[config.mk]
export PLATFORM = sky130hd
export DESIGN_NAME = seq_monitor
export DESIGN_NICKNAME = d
export VERILOG_FILES = /design/src/rtl/seq_pkg.sv /design/src/rtl/frame_accum.sv /design/src/rtl/seq_monitor.sv
export SDC_FILE = /design/constraint.sdc
export NUM_CORES = 1
export LEC_CHECK = 0
export CAP_MARGIN = 15
export CELL_PAD_IN_SITES_DETAIL_PLACEMENT = 1
export CELL_PAD_IN_SITES_GLOBAL_PLACEMENT = 1
export CORE_UTILIZATION = 30
export CTS_BUF_LIST = sky130_fd_sc_hd__clkbuf_8 sky130_fd_sc_hd__clkbuf_16
export DETAILED_ROUTE_END_ITERATION = 8
export PLACE_DENSITY_LB_ADDON = 0.05
export SETUP_SLACK_MARGIN = 0.15
export SYNTH_ARGS = -nofsm -noshare
export SYNTH_HDL_FRONTEND = slang
export SYNTH_SLANG_ARGS = --single-unit
[constraint.sdc]
create_clock -name clk -period 12.5 [get_ports clk]
set_clock_uncertainty 0.2 [all_clocks]
set_input_delay 1.875 -clock clk [delete_from_list [all_inputs] [get_ports clk]]
set_output_delay 1.875 -clock clk [all_outputs]
set_load 0.02 [all_outputs]
[src/rtl/seq_pkg.sv]
// Shared definitions for the sequencer-stream monitor: lock FSM encoding,
// derived result widths and the frame signature packing order.
package seq_pkg;

    typedef enum logic [1:0] {
        ST_IDLE    = 2'd0,
        ST_ACQUIRE = 2'd1,
        ST_LOCKED  = 2'd2
    } lock_state_e;

    // Sum width: a full frame of maximum samples can never overflow.
    function automatic int unsigned sum_width(input int unsigned data_w, input int unsigned frame_len);
        return data_w + $clog2(frame_len);
    endfunction

    // Repeat-count width: a frame has at most frame_len-1 repeat pairs.
    function automatic int unsigned rc_width(input int unsigned frame_len);
        return $clog2(frame_len);
    endfunction

    // Signature is packed {min, max, sum, rep}, rep in the least significant bits.
    function automatic int unsigned sig_width(input int unsigned data_w, input int unsigned frame_len);
        return 2 * data_w + sum_width(data_w, frame_len) + rc_width(frame_len);
    endfunction

    function automatic int unsigned sig_rep_lsb();
        return 0;
    endfunction

    function automatic int unsigned sig_sum_lsb(input int unsigned frame_len);
        return rc_width(frame_len);
    endfunction

    function automatic int unsigned sig_max_lsb(input int unsigned data_w, input int unsigned frame_len);
        return rc_width(frame_len) + sum_width(data_w, frame_len);
    endfunction

    function automatic int unsigned sig_min_lsb(input int unsigned data_w, input int unsigned frame_len);
        return rc_width(frame_len) + sum_width(data_w, frame_len) + data_w;
    endfunction

endpackage

[src/rtl/frame_accum.sv]
// Frame accumulator: tracks the sample index and running min/max/sum/repeat
// statistics, and presents the finished signature on the last sample.
module frame_accum
    import seq_pkg::*;
#(
    parameter int unsigned DATA_W    = 8,
    parameter int unsigned FRAME_LEN = 5,
    localparam int unsigned SUM_W    = sum_width(DATA_W, FRAME_LEN),
    localparam int unsigned RC_W     = rc_width(FRAME_LEN),
    localparam int unsigned SIG_W    = sig_width(DATA_W, FRAME_LEN)
) (
    input  logic              clk,
    input  logic              rst,
    input  logic              clear,
    input  logic              in_valid,
    input  logic [DATA_W-1:0] in_data,
    output logic              frame_end_c,
    output logic [SIG_W-1:0]  sig_c
);

    localparam int unsigned IDX_W = $clog2(FRAME_LEN);
    localparam logic [IDX_W-1:0] IDX_LAST = IDX_W'(FRAME_LEN - 1);

    logic [IDX_W-1:0]  idx;
    logic [DATA_W-1:0] acc_min;
    logic [DATA_W-1:0] acc_max;
    logic [SUM_W-1:0]  acc_sum;
    logic [RC_W-1:0]   acc_rep;
    logic [DATA_W-1:0] prev;

    logic              first;
    logic              is_rep;
    logic [DATA_W-1:0] nxt_min;
    logic [DATA_W-1:0] nxt_max;
    logic [SUM_W-1:0]  nxt_sum;
    logic [RC_W-1:0]   nxt_rep;

    // Statistics including the current sample; the first sample of a frame reloads them.
    always_comb begin
        first   = (idx == '0);
        is_rep  = !first && (in_data == prev);
        nxt_min = acc_min;
        nxt_max = acc_max;
        nxt_sum = acc_sum;
        nxt_rep = acc_rep;
        if (first) begin
            nxt_min = in_data;
            nxt_max = in_data;
            nxt_sum = SUM_W'(in_data);
            nxt_rep = '0;
        end else begin
            nxt_min = (in_data < acc_min) ? in_data : acc_min;
            nxt_max = (in_data > acc_max) ? in_data : acc_max;
            nxt_sum = acc_sum + SUM_W'(in_data);
            nxt_rep = acc_rep + RC_W'(is_rep);
        end
        frame_end_c = in_valid && !clear && (idx == IDX_LAST);
        sig_c       = {nxt_min, nxt_max, nxt_sum, nxt_rep};
    end

    // Index and accumulator registers; clear beats a same-cycle sample.
    always_ff @(posedge clk) begin
        if (rst || clear) begin
            idx     <= '0;
            acc_min <= '0;
            acc_max <= '0;
            acc_sum <= '0;
            acc_rep <= '0;
            prev    <= '0;
        end else if (in_valid) begin
            idx     <= (idx == IDX_LAST) ? '0 : idx + IDX_W'(1);
            acc_min <= nxt_min;
            acc_max <= nxt_max;
            acc_sum <= nxt_sum;
            acc_rep <= nxt_rep;
            prev    <= in_data;
        end
    end

endmodule

[src/rtl/seq_monitor.sv]
// Sequencer stream monitor: per-frame statistics and signature-based lock detection.
module seq_monitor
    import seq_pkg::*;
#(
    parameter int unsigned DATA_W      = 8,
    parameter int unsigned FRAME_LEN   = 5,
    parameter int unsigned LOCK_FRAMES = 2,
    localparam int unsigned SUM_W      = sum_width(DATA_W, FRAME_LEN),
    localparam int unsigned RC_W       = rc_width(FRAME_LEN)
) (
    input  logic              clk,
    input  logic              rst,
    input  logic              in_valid,
    input  logic [DATA_W-1:0] in_data,
    input  logic              clear,
    output logic [DATA_W-1:0] min_val,
    output logic [DATA_W-1:0] max_val,
    output logic [SUM_W-1:0]  sum_val,
    output logic [RC_W-1:0]   rep_cnt,
    output logic              frame_done,
    output logic              locked,
    output logic              lock_lost
);

    localparam int unsigned SIG_W   = sig_width(DATA_W, FRAME_LEN);
    localparam int unsigned MC_W    = $clog2(LOCK_FRAMES + 1);
    localparam int unsigned REP_LSB = sig_rep_lsb();
    localparam int unsigned SUM_LSB = sig_sum_lsb(FRAME_LEN);
    localparam int unsigned MAX_LSB = sig_max_lsb(DATA_W, FRAME_LEN);
    localparam int unsigned MIN_LSB = sig_min_lsb(DATA_W, FRAME_LEN);

    logic             frame_end_c;
    logic [SIG_W-1:0] sig_c;

    lock_state_e      state_q, state_d;
    logic [MC_W-1:0]  match_q, match_d;
    logic [SIG_W-1:0] ref_q, ref_d;
    logic             lost_d;
    logic [MC_W-1:0]  match_inc;

    frame_accum #(
        .DATA_W    (DATA_W),
        .FRAME_LEN (FRAME_LEN)
    ) u_accum (
        .clk         (clk),
        .rst         (rst),
        .clear       (clear),
        .in_valid    (in_valid),
        .in_data     (in_data),
        .frame_end_c (frame_end_c),
        .sig_c       (sig_c)
    );

    // Lock FSM next-state: compares each finished frame's signature with the reference.
    always_comb begin
        state_d   = state_q;
        match_d   = match_q;
        ref_d     = ref_q;
        lost_d    = 1'b0;
        match_inc = match_q + MC_W'(1);
        if (clear) begin
            state_d = ST_IDLE;
            match_d = '0;
        end else if (frame_end_c) begin
            case (state_q)
                ST_IDLE: begin
                    state_d = ST_ACQUIRE;
                    ref_d   = sig_c;
                    match_d = '0;
                end
                ST_ACQUIRE: begin
                    if (sig_c == ref_q) begin
                        match_d = match_inc;
                        if (match_inc >= MC_W'(LOCK_FRAMES)) begin
                            state_d = ST_LOCKED;
                        end
                    end else begin
                        ref_d   = sig_c;
                        match_d = '0;
                    end
                end
                ST_LOCKED: begin
                    if (sig_c != ref_q) begin
                        state_d = ST_ACQUIRE;
                        ref_d   = sig_c;
                        match_d = '0;
                        lost_d  = 1'b1;
                    end
                end
                default: begin
                    state_d = ST_IDLE;
                    match_d = '0;
                end
            endcase
        end
    end

    // Lock FSM state and reference signature.
    always_ff @(posedge clk) begin
        if (rst) begin
            state_q <= ST_IDLE;
            match_q <= '0;
            ref_q   <= '0;
        end else begin
            state_q <= state_d;
            match_q <= match_d;
            ref_q   <= ref_d;
        end
    end

    // Result and status registers; results hold across clear and update only on frame end.
    always_ff @(posedge clk) begin
        if (rst) begin
            min_val    <= '0;
            max_val    <= '0;
            sum_val    <= '0;
            rep_cnt    <= '0;
            frame_done <= 1'b0;
            locked     <= 1'b0;
            lock_lost  <= 1'b0;
        end else begin
            frame_done <= frame_end_c;
            lock_lost  <= lost_d;
            locked     <= (state_d == ST_LOCKED);
            if (frame_end_c) begin
                min_val <= sig_c[MIN_LSB +: DATA_W];
                max_val <= sig_c[MAX_LSB +: DATA_W];
                sum_val <= sig_c[SUM_LSB +: SUM_W];
                rep_cnt <= sig_c[REP_LSB +: RC_W];
            end
        end
    end

endmodule

======== Word-level counts from Yosys, hierarchy flattened ========
Cells that the tools add are included.
storage, ports and cells
  register bits ........................... 108
  input bits .............................. 12
  output and inout port bits .............. 33
  word-level logic and storage cells ...... 68
operators by class
  add/subtract/negate cells ............... 4
  order comparisons ....................... 3
  equal/unequal tests ..................... 9
  mux-type cells .......................... 20
  bitwise gates (word level) .............. 3
  reduce and logical (&&, ||, !) cells .... 13
operators with widths
  operator                                                       number
  30-bit one-hot mux with 3 select lines                         1
  30-bit 2-to-1 mux                                              2
  8-bit 2-to-1 mux                                               4
  30-bit equality test                                           1
  30-bit != test                                                 1
  2-bit 2-to-1 mux                                               7
  11-bit by 8-bit adder with 11-bit output                       1
  11-bit 2-to-1 mux                                              1
  8-bit equality test                                            1
  8-bit greater-than comparator                                  1
  8-bit < comparator                                             1
  3-bit 2-to-1 mux                                               2
  2-bit one-hot mux with 3 select lines                          1
  5-bit AND reduction                                            1
  2-bit equality test, second input constant                     2
  2-bit != test, second input constant                           2
  2-bit one-hot mux with 2 select lines                          1
  4-bit OR reduction                                             1
  3-bit by 1-bit adder with 3-bit output                         1
  3-bit by 1-bit adder with 3-bit output, second input constant  1
  3-bit equality test, second input constant                     1
  1-bit logical AND                                              3
  3-bit logical NOT                                              1
  1-bit NOT                                                      3
  10 further kinds                                               11

======== Logic depth before layout (Yosys ltp) ========
Gate-level depths: netlist (run 1).
  word-level depth ........................ 11
  mapped depth ............................ 20
  mapped depth without buffers ............ 16

======== Cells and area by module ========
From an unflattened synthesis (run 1), not the netlist that was laid out.
unflattened totals
  cell total of the unflattened synthesis .. 644
  area, all modules ....................... 5821.8 µm²
by module, submodules not included
  module       instances  cells each  area an instance (µm²)  seq. area each (µm²)
  seq_monitor  1          311         3055.4                  1341.3
  frame_accum  1          333         2766.4                  820.8

======== Worst setup path before layout (run 1) ========
No wires, ideal clock.
  kind .................................... input to register
  from .................................... input port in_data[5]
  to ...................................... register match_q[0]
  setup time .............................. 0.074 ns
  arrival ................................. 5.351 ns
  required time ........................... 12.226 ns
  slack ................................... 6.874 ns
  stages on the path ...................... 17
  path buffers ............................ 2
  path through ............................ clkbuf_1 xnor2_1 nand3_1 nor4_1 ha_1 ha_1 xnor2_1 nor2_1 xnor2_1 and3_1 nand4_1 a2111o_1 or4_4 or2_1 buf_2 or3_1 a31oi_1
on the way
  word-level cells in the longest chain between the ends .. 7
  elaborated cells on any way between the ends .. 18
  classes of those cells .................. add/sub (2); order compare (2); eq/ne (4); mux (8); reduce/logical (2)
ends and longest elaborated chain
  what                                                                          RTL line                              text
  start: declaration                                                            seq_monitor.sv:14                     input logic [DATA_W-1:0] in_data,
  8-bit equality test                                                           frame_accum.sv:41                     is_rep = !first && (in_data == prev);
  1-bit logical AND                                                             frame_accum.sv:41
  3-bit by 1-bit adder with 3-bit output                                        frame_accum.sv:55                     nxt_rep = acc_rep + RC_W'(is_rep);
  3-bit 2-to-1 mux                                                              frame_accum.sv:46                     if (first) begin
  30-bit equality test or 30-bit != test (tied branches)                        seq_monitor.sv:72, seq_monitor.sv:83
  2-bit 2-to-1 mux or 2-bit != test (tied branches)                             n/a
  2-bit one-hot mux with 2 select lines or 2-bit AND reduction (tied branches)  n/a
  end signal: assignment                                                        seq_monitor.sv:106                    match_q <= match_d;
  end: declaration                                                              seq_monitor.sv:36                     logic [MC_W-1:0] match_q, match_d;
Several ways; a longest one is shown, not always the timed one.
A chain may end at the register's enable or synchronous reset.

======== Worst setup path in the final report (run 1) ========
  from .................................... input port in_data[4]
  to ...................................... register ref_q[11]
on the way
  word-level cells in the longest chain between the ends .. 7
  elaborated cells on any way between the ends .. 20
  classes of those cells .................. add/sub (2); order compare (2); eq/ne (5); mux (9); reduce/logical (2)
ends and longest elaborated chain
  what                                                    RTL line                              text
  8-bit equality test                                     frame_accum.sv:41
  1-bit logical AND                                       frame_accum.sv:41
  3-bit by 1-bit adder with 3-bit output                  frame_accum.sv:55
  3-bit 2-to-1 mux                                        frame_accum.sv:46
  30-bit equality test or 30-bit != test (tied branches)  seq_monitor.sv:72, seq_monitor.sv:83
  2-bit != test (no source line)                          n/a
  5-bit AND reduction (no source line)                    n/a
  end signal: assignment                                  seq_monitor.sv:107                    ref_q <= ref_d;
  end: declaration                                        seq_monitor.sv:37                     logic [SIG_W-1:0] ref_q, ref_d;
Several ways; a longest one is shown, not always the timed one. The select of a mux whose other input is x is not followed.

==> metrics.cfg, run 1 <==
[worst_setup_path]
path_cells = clkdlybuf4s50_1 > xnor2_1 > nand3_1 > nor4_1 > ha_1 > ha_1 > inv_1 > a222oi_1 > and3_1 > nand4_1 > a2111o_1 > or4_4 > o21ai_1 > o41a_1 > o21ai_0
crit_buf_inv = 2
critPathSlowestCell = clkdlybuf4s50_1
setup.worst_path.end_class = flop
path_delay_family = compound AO/OA/AOI/OAI gates
cp.arrival_ns = 7.07
crit_type = in2reg
rr_worst_depth = 16
max_stage_delay_ns = 0.89
cp_common_cell = ha_1
cp_max_fo = 15
crit_cells = 15
cp_data_required_time_ns = 12.53
startpoint_type = primary input

[cells_and_area]
drive_above_1_share_pct = 6.43
stdcell_count = 1016
mostFrequentLayoutCells = dfxtp_1 (108), nor2_1 (92), mux2i_1 (45), clkdlybuf4s50_1 (42), a21oi_1 (40)
layout_commonest_cell = dfxtp_1
diodes = 0
area_growth_pct = 15.5
fillers = 2355
nNetsFinal = 781

[logic_synthesis]
synth_cells = 725
yosysSeqAreaShare_pct = 35.0
async_flop_share_pct = 0
synth-main-ff-cell = dfxtp_1
synth_fp_nets = 765
synth_top_cell_by_area = dfxtp_1
yosysUniqueCellTypes = 66
syn-cell-area_um2 = 6170
yosysWarnings = 0
ys_top_cells_by_area = dfxtp_1 (35%), mux2i_1 (7.3%), nor2_1 (5.6%), ha_1 (5.5%), a211oi_1 (4.0%)
ys_ff_latch = 108
synth_top_cell_area_share_pct = 35.0
synth_edf_count = 0
synth_area_per_cell_um2 = 8.51

[clock_network]
cts_tree = done
htree_levels = 3
post_cts_resized = 0
cts_buffers = 9
clk_pin_slew_ns = 0.08
clk_latency_ns = 0.36
cts_root_buf = clkbuf_16
clock_path_buffers = 2
post_cts_buffers = 0
clock_sinks = 108
ctsHoldBuffers = 0

[timing]
worstMarginPinSlew_ns = 1.10
setup_slack_ns = 5.46
setup_tns_ns = 0
hold_viol_final = 0
setup_viol = 0
min_period_over_period_pct = 56.3
max-slew-margin-rel_pct = 26.4
rsz0062_at_grt = false
fmax_ghz = 0.142
slew_violations = 0
min_period_ns = 7.04

[floorplanning]
pin_count = 45
core_area_um2 = 20200
fp-row-count = 52
die_area_um2 = 21100
start_util_pct = 30.6
fp.dieH_um = 145
fp.dieW_um = 145

[power]
p_per_area_nw_per_um2 = 105
power.total_mw = 0.748
p_leak_nw = 2.49
peakVddDrop_mv = 0.0781

[placement]
pre_cts_slack_ns = 5.10
gp_congestion = 0.830
dp.cells = 1000
io_buffers = 44
dpl.hpwl_um = 14000

[route]
vias = 5364
wl_per_cell_um = 19.1
viasPerCell = 5.28
dr.pass1.iters = 4
drc = 0
ant_nets = 0
wl_um = 19400
drtIter0Drc = 265

[global_route]
grt_max_degree = 72
overflow = 0
antenna_found_initial = 0
grt_usage_pct = 18.8
grt_pass1_wl_um = 31000
grt_pass1_vias = 5455

[min_path]
hold_class = reg2reg
min_path_cells = 2

[flow_run]
maxCapViolCount = 0

[status]
outcome = finished, final reports clean

==> cell usage after synthesis (all sizes together), types with 4 or more instances <==
| master | n |
|---|---|
| nand2b | 11 |
| nand3 | 8 |
| dfxtp | 108 |
| a2bb2oi | 10 |
| or2 | 6 |
| nand2 | 37 |
| nor2 | 93 |
| nor4 | 6 |
| nor3 | 21 |
| a22oi | 12 |
| o31ai | 9 |
| a211oi | 33 |
| o21ai | 40 |
| inv | 34 |
| mux2 | 4 |
| a21oi | 40 |
| xor2 | 20 |
| mux2i | 46 |
| clkbuf | 36 |
| ha | 27 |
| o21a | 5 |
| o211ai | 5 |
| nand4 | 6 |
| a2111oi | 5 |
| nand3b | 8 |
| and3 | 7 |
| o22ai | 4 |
| xnor2 | 26 |
| buf | 13 |
| a21o | 5 |
==> worst register-to-register path: cells and delay by family, from the launching register on <==
family	cells	cell delay (ns)
flops	1	0.35
simple gates	5	1.71
fa+ha+maj	3	0.69
compound gates	5	2.01
buf+inv	3	0.35
==> final cells by class <==
type	count	area, um^2	share of cell area, %
inverters	34	128	1.79
multi-input cells	534	3690	51.8
well taps	270	338	4.74
flip-flops and latches	108	2160	30.3
clock inverters	6	63.8	0.896
clock buffers	10	239	3.35
repair buffers	54	505	7.09
==> power by group <==
part	switching, mW	internal, mW
clock network	0.138	0.161
registers	0.00386	0.348
logic	0.0610	0.0368
total	0.203	0.546
==> sequential cells by signal, summed over array words and instances, names as in the netlist <==
register,count
frame_done,1
lock_lost,1
locked,1
match_q,2
max_val,8
min_val,8
ref_q,30
rep_cnt,3
state_q,2
sum_val,11
u_accum.acc_max,8
u_accum.acc_min,8
u_accum.acc_rep,3
u_accum.acc_sum,11
u_accum.idx,3
u_accum.prev,8
==> cells by family after synthesis <==
logic type | count (synthesis) | share of synthesized area, %
AND/OR/NAND/NOR | 214 | 16.7
adder cells (fa/ha/maj) | 28 | 5.80
flip-flops | 108 | 35.0
buffers and inverters | 83 | 5.33
AO/OA/AOI/OAI | 196 | 22.3
multiplexers | 50 | 8.31
XOR/XNOR | 46 | 6.53
==> layer usage <==
| metal | part of all wire (%) | global-route usage [%] | up-vias |
|---|---|---|---|
| li1 | - | - | 2642 |
| met1 | 50 | 26.8 | 2646 |
| met2 | 45 | 30.1 | 66 |
| met3 | 3.6 | 1.69 | 10 |
| met4 | 1.1 | 5.58 | 0 |
| met5 | 0 | 0 | - |
==> stage by stage <==
stage | area (um^2) | utilization, % | hold slack [ns]
after detailed placement | 6820 | 33.8 | 0.250
after global routing | 7130 | 35.3 | 0.286
after global placement | 6820 | 33.8 | 0.245
after CTS | 7130 | 35.3 | 0.261
final | 7130 | 35.3 | 0.256
after floorplan | 6170 | - | 0.248
==> worst paths after layout <==
| check | startpoint | end | slack (ns) |
|---|---|---|---|
| setup / recovery | in_data[4] | ref_q[11] | 5.46 |
| hold / removal | min_val[4] | min_val[4] | 0.26 |
| setup reg to reg | u_accum.idx[0] | ref_q[11] | 7.09 |
| hold reg to reg | min_val[4] | min_val[4] | 0.26 |
Power figures use the tool's default switching activity.
==> run 2: changes to the inputs <==
- clock period: 12.5 -> 6 ns (I/O delays scaled with it)
==> run 2 against run 1 <==
  * Register-to-register slack lost 5.8 ns
  * Flip-flop and latch count is the same
  * Hold slack gained 0.0024 ns
  * Sequential share of layout area shrank 0.43 points
  * Largest cell class unchanged
  * Setup slack lost 4.7 ns
  * Sequential power grew 110%
  * Clock-buffer cell count shrank 1
==> metrics.cfg, run 2 (synthesis gave the netlist of run 1 again) <==
[status]
outcome = finished, final reports clean

[clock_network]
clk_latency_ns = 0.36  ; about the same
post_cts_buffers = 0  ; unchanged
ctsHoldBuffers = 0  ; unchanged
cts_tree = done
cts_buffers = 9  ; unchanged
cts_root_buf = clkbuf_16
clk_pin_slew_ns = 0.08  ; about the same
clock_path_buffers = 2  ; unchanged
post_cts_resized = 0  ; unchanged
htree_levels = 3  ; unchanged
clock_sinks = 108  ; unchanged

[cells_and_area]
stdcell_count = 1029  ; +1.3%
reg.largest.list = ref_q (30), sum_val (11), u_accum.acc_sum (11)
nNetsFinal = 794  ; +1.7%
layout_commonest_cell = dfxtp_1
diodes = 0  ; unchanged
area_growth_pct = 17.1
largest_reg_flops = 30  ; unchanged
mostFrequentLayoutCells = dfxtp_1 (108), nor2_1 (92), mux2i_1 (45), clkdlybuf4s50_1 (42), a21oi_1 (40)
final_util_pct = 35.8  ; +0.50 points
drive_above_1_share_pct = 8.30  ; +1.9 points
regMostFlops = ref_q

[worst_setup_path]
startpoint_type = primary input
rr_worst_depth = 12  ; -4
rr_endpoint = ref_q[23]
cp.arrival_ns = 5.31  ; -1.76 ns
cp_max_fo = 9  ; -6
crit_type = in2reg
r2r-start = u_accum.idx[0]
setup.worst_path.end_class = flop
cp_data_required_time_ns = 6.07  ; -6.46 ns
worst-r2r-setup-slack_ns = 1.32  ; -5.77 ns

[min_path]
min_from = sum_val[8]
min_path_cells = 2  ; unchanged
hold_class = reg2reg
hold_end = sum_val[8]

[flow_run]
maxCapViolCount = 0  ; unchanged

[global_route]
grt_pass1_vias = 5561  ; +1.9%
grt_pass1_wl_um = 31800  ; +2.5%
grt_max_degree = 54  ; -25%
overflow = 0  ; unchanged
grt_usage_pct = 19.4  ; +0.59 points
antenna_found_initial = 0  ; unchanged

[timing]
max-slew-margin-rel_pct = 24.4  ; -2.0 points
fmax_ghz = 0.191
worstMarginPinSlew_ns = 1.13  ; +0.0317 ns
min_period_ns = 5.23
setup_tns_ns = 0  ; unchanged
setup_slack_ns = 0.767  ; -4.69 ns
min_period_over_period_pct = 87.2
hold_viol_final = 0  ; unchanged
rsz0062_at_grt = false
setup_viol = 0  ; unchanged
slew_violations = 0  ; unchanged
hold_ws_ns = 0.259  ; +0.00243 ns

[placement]
dp.cells = 1013  ; +1.3%
dpl.hpwl_um = 14800  ; +5.6%
io_buffers = 44  ; unchanged
pre_cts_slack_ns = 0.359  ; -4.74 ns
gp_congestion = 0.813  ; -2.0%

[route]
ant_nets = 0  ; unchanged
wl_um = 20000  ; +3.3%
dr.pass1.iters = 4  ; unchanged
viasPerCell = 5.24  ; -0.66%
drc = 0  ; unchanged
vias = 5397  ; +0.62%
wl_per_cell_um = 19.5  ; +2.0%
drtIter0Drc = 205  ; -23%

[floorplanning]
pin_count = 45  ; unchanged
start_util_pct = 30.6  ; unchanged
core_area_um2 = 20200  ; unchanged
fp.dieH_um = 145  ; unchanged
fp-row-count = 52  ; unchanged
die_area_um2 = 21100  ; unchanged
fp.dieW_um = 145  ; unchanged

[power]
p_per_area_nw_per_um2 = 219  ; +110%
p_leak_nw = 2.55  ; +2.4%
peakVddDrop_mv = 0.124  ; +59%

[run 2: metal layers]
| metal | share of wire (%) | track usage (%) | wire [um] | vias to the layer above |
|---|---|---|---|---|
| li1 | - | - | - | 2656 |
| met1 | 49 | 26.1 | 9920 | 2654 |
| met2 | 47 | 33.0 | 9420 | 70 |
| met3 | 2.3 | 1.91 | 454 | 17 |
| met4 | 1.2 | 5.37 | 250 | 0 |
| met5 | 0 | 0 | 0 | - |
[run 2: critical path: stages]
cell	delay, ns
clkdlybuf4s50_1	0.57
ha_1	0.33
fa_1	0.44
xor2_1	0.17
mux2_4	0.32
xor2_1	0.19
nor4_2	0.30
nand4_1	0.15
a2111o_1	0.37
or4_4	0.58
nor4_4	0.54
buf_4	0.27
a2bb2oi_1	0.08
o21ai_0	0.09
[run 2: cell type report]
class / count / area (um^2)
Clock inverter: 7 / 81.3
Fill cell: 2434 / 12900
Tap cell: 270 / 338
Inverter: 34 / 128
Multi-Input combinational cell: 534 / 3690
Clock buffer: 9 / 225
Sequential cell: 108 / 2160
Timing Repair Buffer: 67 / 603
[run 2: metrics by stage]
| step | instance area, um^2 | total power [mW] |
|---|---|---|
| global route | 7230 | 1.65 |
| detailed placement | 6920 | 0.962 |
| CTS | 7230 | 1.60 |
| finish | 7230 | 1.58 |
| floorplan | 6170 | 0.888 |
| global placement | 6920 | 0.958 |
[run 2: worst max-delay path by stage]
stage	startpoint	endpoint	slack, ns	cells after the start
final	in_data[0]	ref_q[23]	0.77	14
after global routing	in_data[0]	ref_q[23]	0.58	14
after CTS	in_data[0]	ref_q[23]	0.72	14
after detailed placement	in_data[0]	ref_q[23]	0.36	14
after global placement	in_data[0]	ref_q[26]	0.54	14
after floorplan	in_data[5]	match_q[0]	1.35	17
[run 2: where the power goes]
| group | internal (mW) | total (mW) | switching (mW) |
|---|---|---|---|
| clock | 0.332 | 0.637 | 0.305 |
| sequential | 0.724 | 0.733 | 0.00833 |
| combinational | 0.0804 | 0.211 | 0.130 |
| total | 1.14 | 1.58 | 0.443 |
